[src/rtl/udp_fifo_pkg.sv]
// Shared helpers for the UDP packet FIFO: depth derivation, pointer distance, flag thresholds.
// Latency: n/a (constant functions only).
// Backpressure: n/a.
package udp_fifo_pkg;

    // Number of words held by a FIFO addressed with aw bits
    function automatic int unsigned depth_of(input int unsigned aw);
        return 32'd1 << aw;
    endfunction

    // Distance a-b between two (aw+1)-bit pointers, modulo 2^(aw+1)
    function automatic int unsigned ptr_diff(input int unsigned a, input int unsigned b,
                                             input int unsigned aw);
        return (a - b) & ((32'd1 << (aw + 32'd1)) - 32'd1);
    endfunction

    // Write occupancy at or above which afull is raised
    function automatic int unsigned afull_level(input int unsigned depth, input int unsigned num);
        return depth - num;
    endfunction

    // Read occupancy at or below which aempty is raised
    function automatic int unsigned aempty_level(input int unsigned num);
        return num;
    endfunction

endpackage

[src/rtl/udp_pkt_fifo_ram.sv]
// Simple dual-port word store for the packet FIFO, one write port and one read port.
// Latency: o_adat is combinational from i_raddr; o_qdat is one cycle after i_rd_en when REG_OUT=1.
// Backpressure: none, the caller guarantees address validity.
module udp_pkt_fifo_ram
    import udp_fifo_pkg::*;
#(
    parameter int               WIDTH    = 33,
    parameter int               AW       = 7,
    parameter bit               REG_OUT  = 1'b0,
    parameter logic [WIDTH-1:0] INIT_VAL = '0
) (
    input  logic             clk,
    input  logic             rst,
    input  logic             i_wr_en,
    input  logic [AW-1:0]    i_waddr,
    input  logic [WIDTH-1:0] i_wdat,
    input  logic             i_rd_en,
    input  logic [AW-1:0]    i_raddr,
    output logic [WIDTH-1:0] o_adat,
    output logic [WIDTH-1:0] o_qdat
);

    localparam int DEPTH = int'(depth_of(AW));

    logic [WIDTH-1:0] r_mem [DEPTH];
    logic [WIDTH-1:0] r_q;

    // Storage is not reset; the FIFO pointers decide what is meaningful
    always_ff @(posedge clk) begin
        if (i_wr_en) begin
            r_mem[i_waddr] <= i_wdat;
        end
    end

    // Registered read port, holds its value between reads
    always_ff @(posedge clk) begin
        if (rst) begin
            r_q <= INIT_VAL;
        end else if (i_rd_en) begin
            r_q <= r_mem[i_raddr];
        end
    end

    assign o_adat = r_mem[i_raddr];
    assign o_qdat = REG_OUT ? r_q : o_adat;

endmodule

[src/rtl/udp_pkt_fifo.sv]
// Packet-aware FIFO: frames become readable only once their eop word commits; aborted/overflowed frames roll back.
// Latency: committed word visible the cycle after the commit edge; registered-read mode adds one cycle from re to dout.
// Backpressure: none upstream; writes while full are dropped with an overflow pulse and poison the frame.
module udp_pkt_fifo
    import udp_fifo_pkg::*;
#(
    parameter int                    DATA_WIDTH    = 32,
    parameter int                    ADDR_WIDTH    = 7,
    parameter bit                    SHOW_AHEAD_EN = 1'b1,
    parameter int                    AL_FULL_NUM   = 3,
    parameter int                    AL_EMPTY_NUM  = 2,
    parameter int                    PKT_CNT_WIDTH = 8,
    parameter logic [DATA_WIDTH-1:0] DOUT_INITVAL  = '0
) (
    input  logic                     clk,
    input  logic                     rst,
    input  logic [DATA_WIDTH-1:0]    di,
    input  logic                     we,
    input  logic                     wr_eop,
    input  logic                     wr_drop,
    input  logic                     re,
    output logic [DATA_WIDTH-1:0]    dout,
    output logic                     dout_eop,
    output logic                     valid,
    output logic                     empty_flag,
    output logic                     aempty,
    output logic                     full_flag,
    output logic                     afull,
    output logic                     overflow,
    output logic                     underflow,
    output logic                     wr_success,
    output logic                     frame_dropped,
    output logic [ADDR_WIDTH:0]      wrusedw,
    output logic [ADDR_WIDTH:0]      rdusedw,
    output logic [PKT_CNT_WIDTH-1:0] pkt_cnt
);

    localparam int                     PW        = ADDR_WIDTH + 1;
    localparam int                     MW        = DATA_WIDTH + 1;
    localparam int unsigned            DEPTH     = depth_of(ADDR_WIDTH);
    localparam logic [PW-1:0]          LP_DEPTH  = PW'(DEPTH);
    localparam logic [PW-1:0]          LP_AFULL  = PW'(afull_level(DEPTH, AL_FULL_NUM));
    localparam logic [PW-1:0]          LP_AEMPTY = PW'(aempty_level(AL_EMPTY_NUM));
    localparam logic [PKT_CNT_WIDTH-1:0] LP_PKT_MAX = '1;

    logic [PW-1:0]            r_wptr;
    logic [PW-1:0]            r_cptr;
    logic [PW-1:0]            r_rptr;
    logic                     r_err;
    logic                     r_valid;
    logic                     r_overflow;
    logic                     r_underflow;
    logic                     r_wr_success;
    logic                     r_frame_dropped;
    logic [PKT_CNT_WIDTH-1:0] r_pkt_cnt;

    logic [PW-1:0] w_wrusedw;
    logic [PW-1:0] w_rdusedw;
    logic          w_full;
    logic          w_empty;
    logic          w_wr;
    logic          w_ovf;
    logic          w_eop_bad;
    logic          w_commit;
    logic          w_rollback;
    logic          w_drop_pulse;
    logic          w_rd;
    logic          w_rd_eop;
    logic [MW-1:0] w_ram_adat;
    logic [MW-1:0] w_ram_qdat;

    // Occupancy counts uncommitted words on the write side only
    assign w_wrusedw = PW'(ptr_diff(32'(r_wptr), 32'(r_rptr), ADDR_WIDTH));
    assign w_rdusedw = PW'(ptr_diff(32'(r_cptr), 32'(r_rptr), ADDR_WIDTH));
    assign w_full    = (w_wrusedw == LP_DEPTH);
    assign w_empty   = (w_rdusedw == '0);

    // wr_drop pre-empts any write in the same cycle
    assign w_wr       = we & ~w_full & ~wr_drop;
    assign w_ovf      = we &  w_full & ~wr_drop;
    assign w_eop_bad  = we & wr_eop & ~wr_drop & (r_err | w_full);
    assign w_commit   = w_wr & wr_eop & ~r_err;
    assign w_rollback = wr_drop | w_eop_bad;
    // A drop of an empty frame is silent; a poisoned eop always reports
    assign w_drop_pulse = w_eop_bad | (wr_drop & (r_wptr != r_cptr));

    assign w_rd     = re & ~w_empty;
    assign w_rd_eop = w_rd & w_ram_adat[DATA_WIDTH];

    udp_pkt_fifo_ram #(
        .WIDTH    (MW),
        .AW       (ADDR_WIDTH),
        .REG_OUT  (!SHOW_AHEAD_EN),
        .INIT_VAL ({1'b0, DOUT_INITVAL})
    ) u_ram (
        .clk     (clk),
        .rst     (rst),
        .i_wr_en (w_wr),
        .i_waddr (r_wptr[ADDR_WIDTH-1:0]),
        .i_wdat  ({wr_eop, di}),
        .i_rd_en (w_rd),
        .i_raddr (r_rptr[ADDR_WIDTH-1:0]),
        .o_adat  (w_ram_adat),
        .o_qdat  (w_ram_qdat)
    );

    // Write/commit/read pointers and the frame-poison flag
    always_ff @(posedge clk) begin
        if (rst) begin
            r_wptr <= '0;
            r_cptr <= '0;
            r_rptr <= '0;
            r_err  <= 1'b0;
        end else begin
            if (w_rollback) begin
                r_wptr <= r_cptr;
            end else if (w_wr) begin
                r_wptr <= r_wptr + PW'(1);
            end
            if (w_commit) begin
                r_cptr <= r_wptr + PW'(1);
            end
            if (w_rd) begin
                r_rptr <= r_rptr + PW'(1);
            end
            // Any rollback starts a clean frame, even a silent one
            if (w_rollback) begin
                r_err <= 1'b0;
            end else if (w_ovf) begin
                r_err <= 1'b1;
            end
        end
    end

    // One-cycle event pulses and the registered-read valid strobe
    always_ff @(posedge clk) begin
        if (rst) begin
            r_overflow      <= 1'b0;
            r_underflow     <= 1'b0;
            r_wr_success    <= 1'b0;
            r_frame_dropped <= 1'b0;
            r_valid         <= 1'b0;
        end else begin
            r_overflow      <= w_ovf;
            r_underflow     <= re & w_empty;
            r_wr_success    <= w_wr;
            r_frame_dropped <= w_drop_pulse;
            r_valid         <= w_rd;
        end
    end

    // Committed-frame counter; commit and eop read in the same cycle cancel
    always_ff @(posedge clk) begin
        if (rst) begin
            r_pkt_cnt <= '0;
        end else begin
            case ({w_commit, w_rd_eop})
                2'b10: if (r_pkt_cnt != LP_PKT_MAX) r_pkt_cnt <= r_pkt_cnt + PKT_CNT_WIDTH'(1);
                2'b01: if (r_pkt_cnt != '0)         r_pkt_cnt <= r_pkt_cnt - PKT_CNT_WIDTH'(1);
                default: r_pkt_cnt <= r_pkt_cnt;
            endcase
        end
    end

    assign valid    = SHOW_AHEAD_EN ? ~w_empty : r_valid;
    assign dout     = SHOW_AHEAD_EN ? (w_empty ? DOUT_INITVAL : w_ram_adat[DATA_WIDTH-1:0])
                                    : w_ram_qdat[DATA_WIDTH-1:0];
    assign dout_eop = SHOW_AHEAD_EN ? (~w_empty & w_ram_adat[DATA_WIDTH])
                                    : w_ram_qdat[DATA_WIDTH];

    assign empty_flag    = w_empty;
    assign full_flag     = w_full;
    assign aempty        = (w_rdusedw <= LP_AEMPTY);
    assign afull         = (w_wrusedw >= LP_AFULL);
    assign overflow      = r_overflow;
    assign underflow     = r_underflow;
    assign wr_success    = r_wr_success;
    assign frame_dropped = r_frame_dropped;
    assign wrusedw       = w_wrusedw;
    assign rdusedw       = w_rdusedw;
    assign pkt_cnt       = r_pkt_cnt;

endmodule

[config.mk]
export PLATFORM = sky130hd
export DESIGN_NAME = udp_pkt_fifo
export DESIGN_NICKNAME = d
export VERILOG_FILES = /design/src/rtl/udp_fifo_pkg.sv /design/src/rtl/udp_pkt_fifo_ram.sv /design/src/rtl/udp_pkt_fifo.sv
export SDC_FILE = /design/constraint.sdc
export NUM_CORES = 2
export LEC_CHECK = 0
export ABC_CLOCK_PERIOD_IN_PS = 7450
export BUFFER_PORTS_ARGS = -buffer_cell sky130_fd_sc_hd__clkbuf_2
export CAP_MARGIN = 20
export CORE_ASPECT_RATIO = 2
export CORE_MARGIN = 5
export CORE_UTILIZATION = 58
export CTS_BUF_LIST = sky130_fd_sc_hd__clkbuf_8
export CTS_CLUSTER_DIAMETER = 40
export DETAILED_ROUTE_END_ITERATION = 7
export GPL_TIMING_DRIVEN = 0
export PLACE_DENSITY_LB_ADDON = 0.08
export REMOVE_ABC_BUFFERS = 1
export SKIP_LAST_GASP = 1
export SLEW_MARGIN = 20
export SYNTH_ARGS = -nofsm -noshare
export SYNTH_HDL_FRONTEND = slang
export SYNTH_MEMORY_MAX_BITS = 65536
export SYNTH_SLANG_ARGS = --single-unit
[constraint.sdc]
create_clock -name clk -period 7.45 [get_ports clk]
set_input_delay 1.1175 -clock clk [delete_from_list [all_inputs] [get_ports clk]]
set_output_delay 1.1175 -clock clk [all_outputs]
set_load 0.02 [all_outputs]
Yosys cells after proc, flatten, opt, wreduce, memory -nomap -nowiden
Memory sizes are Yosys's and may differ from the RTL's. A register that Yosys moved wholly into a read port is not among the register bits.
Index checks and enable logic that the tools add are counted.
{"block": "word_totals", "ff_bits": 37, "mem_bits_rw": 4224, "inputBits": 38, "output_inout_bits": 66, "word_cells": 62, "n_memories": 1}
{"block": "classes", "add_sub_neg": 6, "order_cmp": 2, "n_eq_ne": 7, "muxes": 10, "n_bitwise": 21, "n_reduce_logical": 6}
{"memory": "u_ram.r_mem", "words": 128, "word_bits": 33, "rd": 1, "rd_clocked_by_memory_dff": 1, "write_ports": 1, "line_no": "udp_pkt_fifo_ram.sv:25", "text": "logic [WIDTH-1:0] r_mem [DEPTH];"}
{"operator": "$mux 32", "n": 1}
{"operator": "$mux 8", "n": 4}
{"operator": "$add 8x1->8 const B", "n": 3}
{"operator": "$pmux 8 s2", "n": 1}
{"operator": "$sub 8x8->8", "n": 2}
{"operator": "$and 1x1->1", "n": 14}
{"operator": "$mux 7", "n": 2}
{"operator": "$eq 8x8->1 const B", "n": 1}
{"operator": "$ge 8x7->1 const B", "n": 1}
{"operator": "$le 8x2->1 const B", "n": 1}
{"operator": "$logic_not 8->1", "n": 1}
{"operator": "$ne 8x8->1", "n": 1}
{"operator": "$ne 8x8->1 const B", "n": 1}
{"operator": "$reduce_bool 8->1", "n": 1}
{"operator": "$sub 8x1->8 const B", "n": 1}
{"operator": "$ne 2x2->1 const B", "n": 2}
{"operator": "$not 1->1", "n": 4}
{"operator": "$reduce_bool 2->1", "n": 2}
{"operator": "$or 1x1->1", "n": 3}
{"operator": "$reduce_and 3->1", "n": 1}
{"operator": "$eq 2x1->1 const B", "n": 1}
{"operator": "$eq 2x2->1 const B", "n": 1}
{"operator": "$mux 1", "n": 2}
{"operator": "$reduce_or 2->1", "n": 1}

Logic depth before layout (Yosys ltp)
{"block": "logic_depth", "ltp_word": 10, "depth_mapped": 19, "ltp_nobuf": 17}

By module
Synthesis repeated with hierarchy kept, for this count alone.
{"block": "unflattened", "cells_unflattened": 6546, "hier_area_um2": 163762.1}
{"mod": "udp_pkt_fifo_ram", "instances": 1, "cells_per_inst": 6171, "area_per_inst_um2": 160717.9, "seq_area_each_um2": 126841.7}
{"mod": "udp_pkt_fifo", "instances": 1, "cells_per_inst": 375, "area_per_inst_um2": 3044.2, "seq_area_each_um2": 740.7}

Worst setup path after synthesis
Ideal clock, no wire load.
{"block": "synth_path", "path_kind": "reg-to-reg", "from": "register r_wptr[0]", "to": "memory u_ram.r_mem[105][0] (enable)", "setup_time_ns": 0.423, "t_arrival_ns": 4.481, "t_required_ns": 7.027, "setup_slack_ns": 2.545, "path_stages_with_launch": 13, "n_path_buf": 2, "synth_period_minus_slack_ns": 4.905, "cell_sequence": "dfxtp_1 > clkbuf_1 > inv_1 > ha_1 > nand3b_1 > a31oi_1 > or2_1 > xor2_1 > nor4_1 > nor3_1 > nand3b_1 > clkbuf_1 > nor2_1"}
{"block": "synth_between", "elab_chain_cells": 7}
{"item": "from (decl)", "line_no": "udp_pkt_fifo.sv:46", "text": "logic [PW-1:0] r_wptr;"}
{"item": "from (signal assigned)", "line_no": "udp_pkt_fifo.sv:116", "text": "r_wptr <= r_cptr;"}
{"item": "from (signal assigned)", "line_no": "udp_pkt_fifo.sv:118", "text": "r_wptr <= r_wptr + PW'(1);"}
{"item": "$sub 8x8->8", "line_no": "udp_fifo_pkg.sv:14", "text": "return (a - b) & ((32'd1 << (aw + 32'd1)) - 32'd1);"}
{"item": "via wrusedw[5]", "line_no": "udp_pkt_fifo.sv:33", "text": "output logic [ADDR_WIDTH:0] wrusedw,"}
{"item": "$eq 8x8->1", "line_no": "udp_pkt_fifo.sv:75", "text": "assign w_full = (w_wrusedw == LP_DEPTH);"}
{"item": "via full_flag", "line_no": "udp_pkt_fifo.sv:27", "text": "output logic full_flag,"}
{"item": "$not 1->1", "line_no": "udp_pkt_fifo.sv:79", "text": "assign w_wr = we & ~w_full & ~wr_drop;"}
{"item": "$and 1x1->1 (2 in a row)", "line_no": "udp_pkt_fifo.sv:79"}
{"item": "$mux 1", "line_no": "udp_pkt_fifo_ram.sv:30", "text": "if (i_wr_en) begin"}
{"item": "$mux 1 (not written as such)", "line_no": "udp_pkt_fifo_ram.sv:31", "text": "r_mem[i_waddr] <= i_wdat;"}
{"item": "to (decl)", "line_no": "udp_pkt_fifo_ram.sv:25"}
The timed path passes the listed nets, and every way through them passes these cells.

==> impl_metrics.env <==
export IMPL_vdd_drop_max_mv=0.214
export IMPL_crit_buf_inv=7
export IMPL_arrival_ns=6.22
export IMPL_dpl_hpwl_um=271000
export IMPL_drc=0
export IMPL_setup_violations=0
export IMPL_vias_per_cell=6.55
export IMPL_ys_seq_area_share_pct=78.0
export IMPL_post_route_min_period_ns=7.33
export IMPL_routedWlPerCell_um=36.6
export IMPL_rr_worst_depth=12
export IMPL_vias=75300
export IMPL_final_area_um2=188000
export IMPL_grt_ovfl_total=0
export IMPL_setup_tns_ns=0
export IMPL_core_area_um2=282000
export IMPL_crit_chain="buf_16, buf_16, buf_16, buf_12, buf_16, buf_16, mux4_2, mux4_2, mux2i_1, mux4_2, nor2_1, clkbuf_2"
export IMPL_rrSetupSlack_ns=1.10
export IMPL_drt_initial_drc_count=8763
export IMPL_cts_hold_fix_buffers=0
export IMPL_hold_path_class="primary input to register"
export IMPL_startpoint_type="register"
export IMPL_power_density_nw_per_um2=254
export IMPL_gp_congestion=0.853
export IMPL_cts_max_path_buffers=4
export IMPL_min_from="di[24]"
export IMPL_rows=276
export IMPL_postCtsSetupBuffers=0
export IMPL_rsz0062_at_grt="false"
export IMPL_drv_slew=0
export IMPL_syn_inst=6587
export IMPL_die_w_um=386
export IMPL_syn_area_um2=164000
export IMPL_cts_sinks=4268
export IMPL_grtUsageTotal_pct=29.0
export IMPL_final_setup_worst_slack_ns=0.115
export IMPL_grt_pass1_vias=78300
export IMPL_layout_drive_gt1_share_pct=35.5
export IMPL_grt_pass1_wl_um=590000
export IMPL_async_flop_share_pct=0
export IMPL_worstReg2RegEnd="u_ram.r_mem[25][15]"
export IMPL_path_clk_slew_ns=0.07
export IMPL_wl_um=420000
export IMPL_firstDrtPassIters=5
export IMPL_cts_tree="yes"
export IMPL_relSlewSlack_pct=12.9
export IMPL_fmax_ghz=0.136
export IMPL_worstMarginPinSlew_ns=1.27
export IMPL_yosys_register_bits=4268
export IMPL_synth_cell_type_count=63
export IMPL_cp_common_cell="buf_16"
export IMPL_root_buffer="clkbuf_8"
export IMPL_fp_dieArea_um2=294000
export IMPL_cts_made_buffers=577
export IMPL_cts_resized=2
export IMPL_end_kind="output pin"
export IMPL_ant_nets=0
export IMPL_initial_utilization_pct=58.1
export IMPL_leakagePower_nw=58.3
export IMPL_post_synth_cell_area_avg_um2=24.8
export IMPL_nets=7354
export IMPL_synth_edf_count=4224
export IMPL_finalCritPeriodShare_pct=98.5
export IMPL_grt_max_degree=132
export IMPL_critical_path_slowest_cell="mux2i_1"
export IMPL_critical_path_max_fanout=49
export IMPL_ys_flop_type="edfxtp_1"
export IMPL_critical_path_top_delay_family="multiplexers"
export IMPL_max_cap_violations=0
export IMPL_r2r_start="r_wptr[2]"
export IMPL_dieHeight_um=761
export IMPL_htree_num_levels=6
export IMPL_crit_type="register to output pin"
export IMPL_placed_area_um2=178000
export IMPL_worstSkewPairLatency_ns=1.04
export IMPL_power_mw=47.8
export IMPL_antenna_found_initial=29
export IMPL_fin_skew_ns=0.0594
export IMPL_ioPinCount=104
export IMPL_hold_viol=0
export IMPL_yosysWarnings=0
export IMPL_post_place_ws_ns=1.10
export IMPL_final_util_pct=66.9
export IMPL_worstSetupPathDepth=12
export IMPL_area_growth_pct=15.1
export IMPL_outcome="complete, no violations"
export IMPL_slowest_delay_ns=0.81
export IMPL_portBuffers=103
export IMPL_required_ns=6.33
export IMPL_endpoint="dout[29]"
[Yosys cell counts (6+ instances only)]
| cell | n | area [µm²] |
|---|---|---|
| mux4_2 | 1344 | 30300 |
| ha_1 | 17 | 213 |
| a21oi_1 | 15 | 75.1 |
| o22ai_1 | 6 | 37.5 |
| nand2_1 | 29 | 109 |
| nor2_1 | 210 | 788 |
| edfxtp_1 | 4224 | 127000 |
| mux2i_1 | 136 | 1360 |
| o21ai_0 | 15 | 75.1 |
| buf_2 | 119 | 596 |
| clkbuf_1 | 208 | 781 |
| o221ai_1 | 7 | 61.3 |
| nand3_1 | 19 | 95.1 |
| or3_1 | 9 | 56.3 |
| inv_1 | 17 | 63.8 |
| dfxtp_1 | 44 | 881 |
| buf_1 | 9 | 33.8 |
| nand4_1 | 7 | 43.8 |
| a211oi_1 | 16 | 120 |
| nor2b_1 | 11 | 68.8 |
| xnor2_1 | 22 | 193 |
| nor3_1 | 11 | 55.1 |
| xor2_1 | 17 | 149 |
[placed cells by master, fill, tap and decap left out, types with 22 or more instances in the layout]
master and count:
buf_12 137, buf_16 215, bufinv_16 24, clkbuf_2 70, clkbuf_8 633, clkinv_1 128, clkinv_2 90, dfxtp_1 38
diode_2 22, edfxtp_1 4224, inv_1 156, mux2i_1 106, mux2i_2 29, mux4_2 1344, nand2_1 28, nor2_1 82
nor2_4 128, xnor2_1 22
[final cells by class]
type                       count  area [µm²]
antenna                       22        55.1
clock buffer                 600        8260
clock inverter               404        2360
fill                       17300       93400
inverter                      20        90.1
multi-input combinational   1954       35500
sequential                  4268      128000
tap                         3753        4700
timing repair buffer         476        9700
[power breakdown]
| group | switching (mW) | internal (mW) | leakage (nW) |
|---|---|---|---|
| clock | 8.48 | 8.32 | 5.99 |
| sequential | 0.0622 | 26.4 | 38.3 |
| combinational | 2.49 | 2.07 | 14.0 |
| total | 11.0 | 36.8 | 58.3 |
[registers in the layout, summed over array words and instances, names as in the netlist, 8 cells and up, named ones only]
signal	count
u_ram.r_mem	4224
r_wptr	8
r_cptr	8
pkt_cnt	8
r_rptr	8
[kinds of logic (layout without fill, tap and decap cells)]
group	count (synthesis)	after routing	share of synthesized area (%)
other	0	22	0
XOR/XNOR	39	39	0.209
adder cells (fa/ha/maj)	19	19	0.154
AND/OR/NAND/NOR	321	321	0.845
buffers and inverters	365	1500	0.965
flip-flops	4268	4268	78.0
multiplexers	1485	1485	19.4
AO/OA/AOI/OAI	90	90	0.418
[layer usage]
metal	part of all wire (%)	global-route usage [%]
met1	35	37.6
met2	52	48.9
met3	8.4	5.65
met4	4.5	11.7
met5	0.023	0
[metrics by stage]
step,hold WS (ns),cells
after floorplan,0.455,6242
final,0.469,11500
after global placement,0.481,10100
after detailed placement,0.504,10500
after CTS,0.365,11500
after global routing,0.418,11500
[how the worst min path moves through the flow]
stage,to,cells past startpoint,slack (ns)
after CTS,u_ram.r_mem[76][24],1,0.37
after floorplan,r_err,1,0.46
after global routing,u_ram.r_mem[90][24],1,0.42
after detailed placement,pkt_cnt[7],2,0.50
final,u_ram.r_mem[76][24],1,0.47
after global placement,r_err,1,0.48
Note: power is estimated with default switching activity, not from simulation.
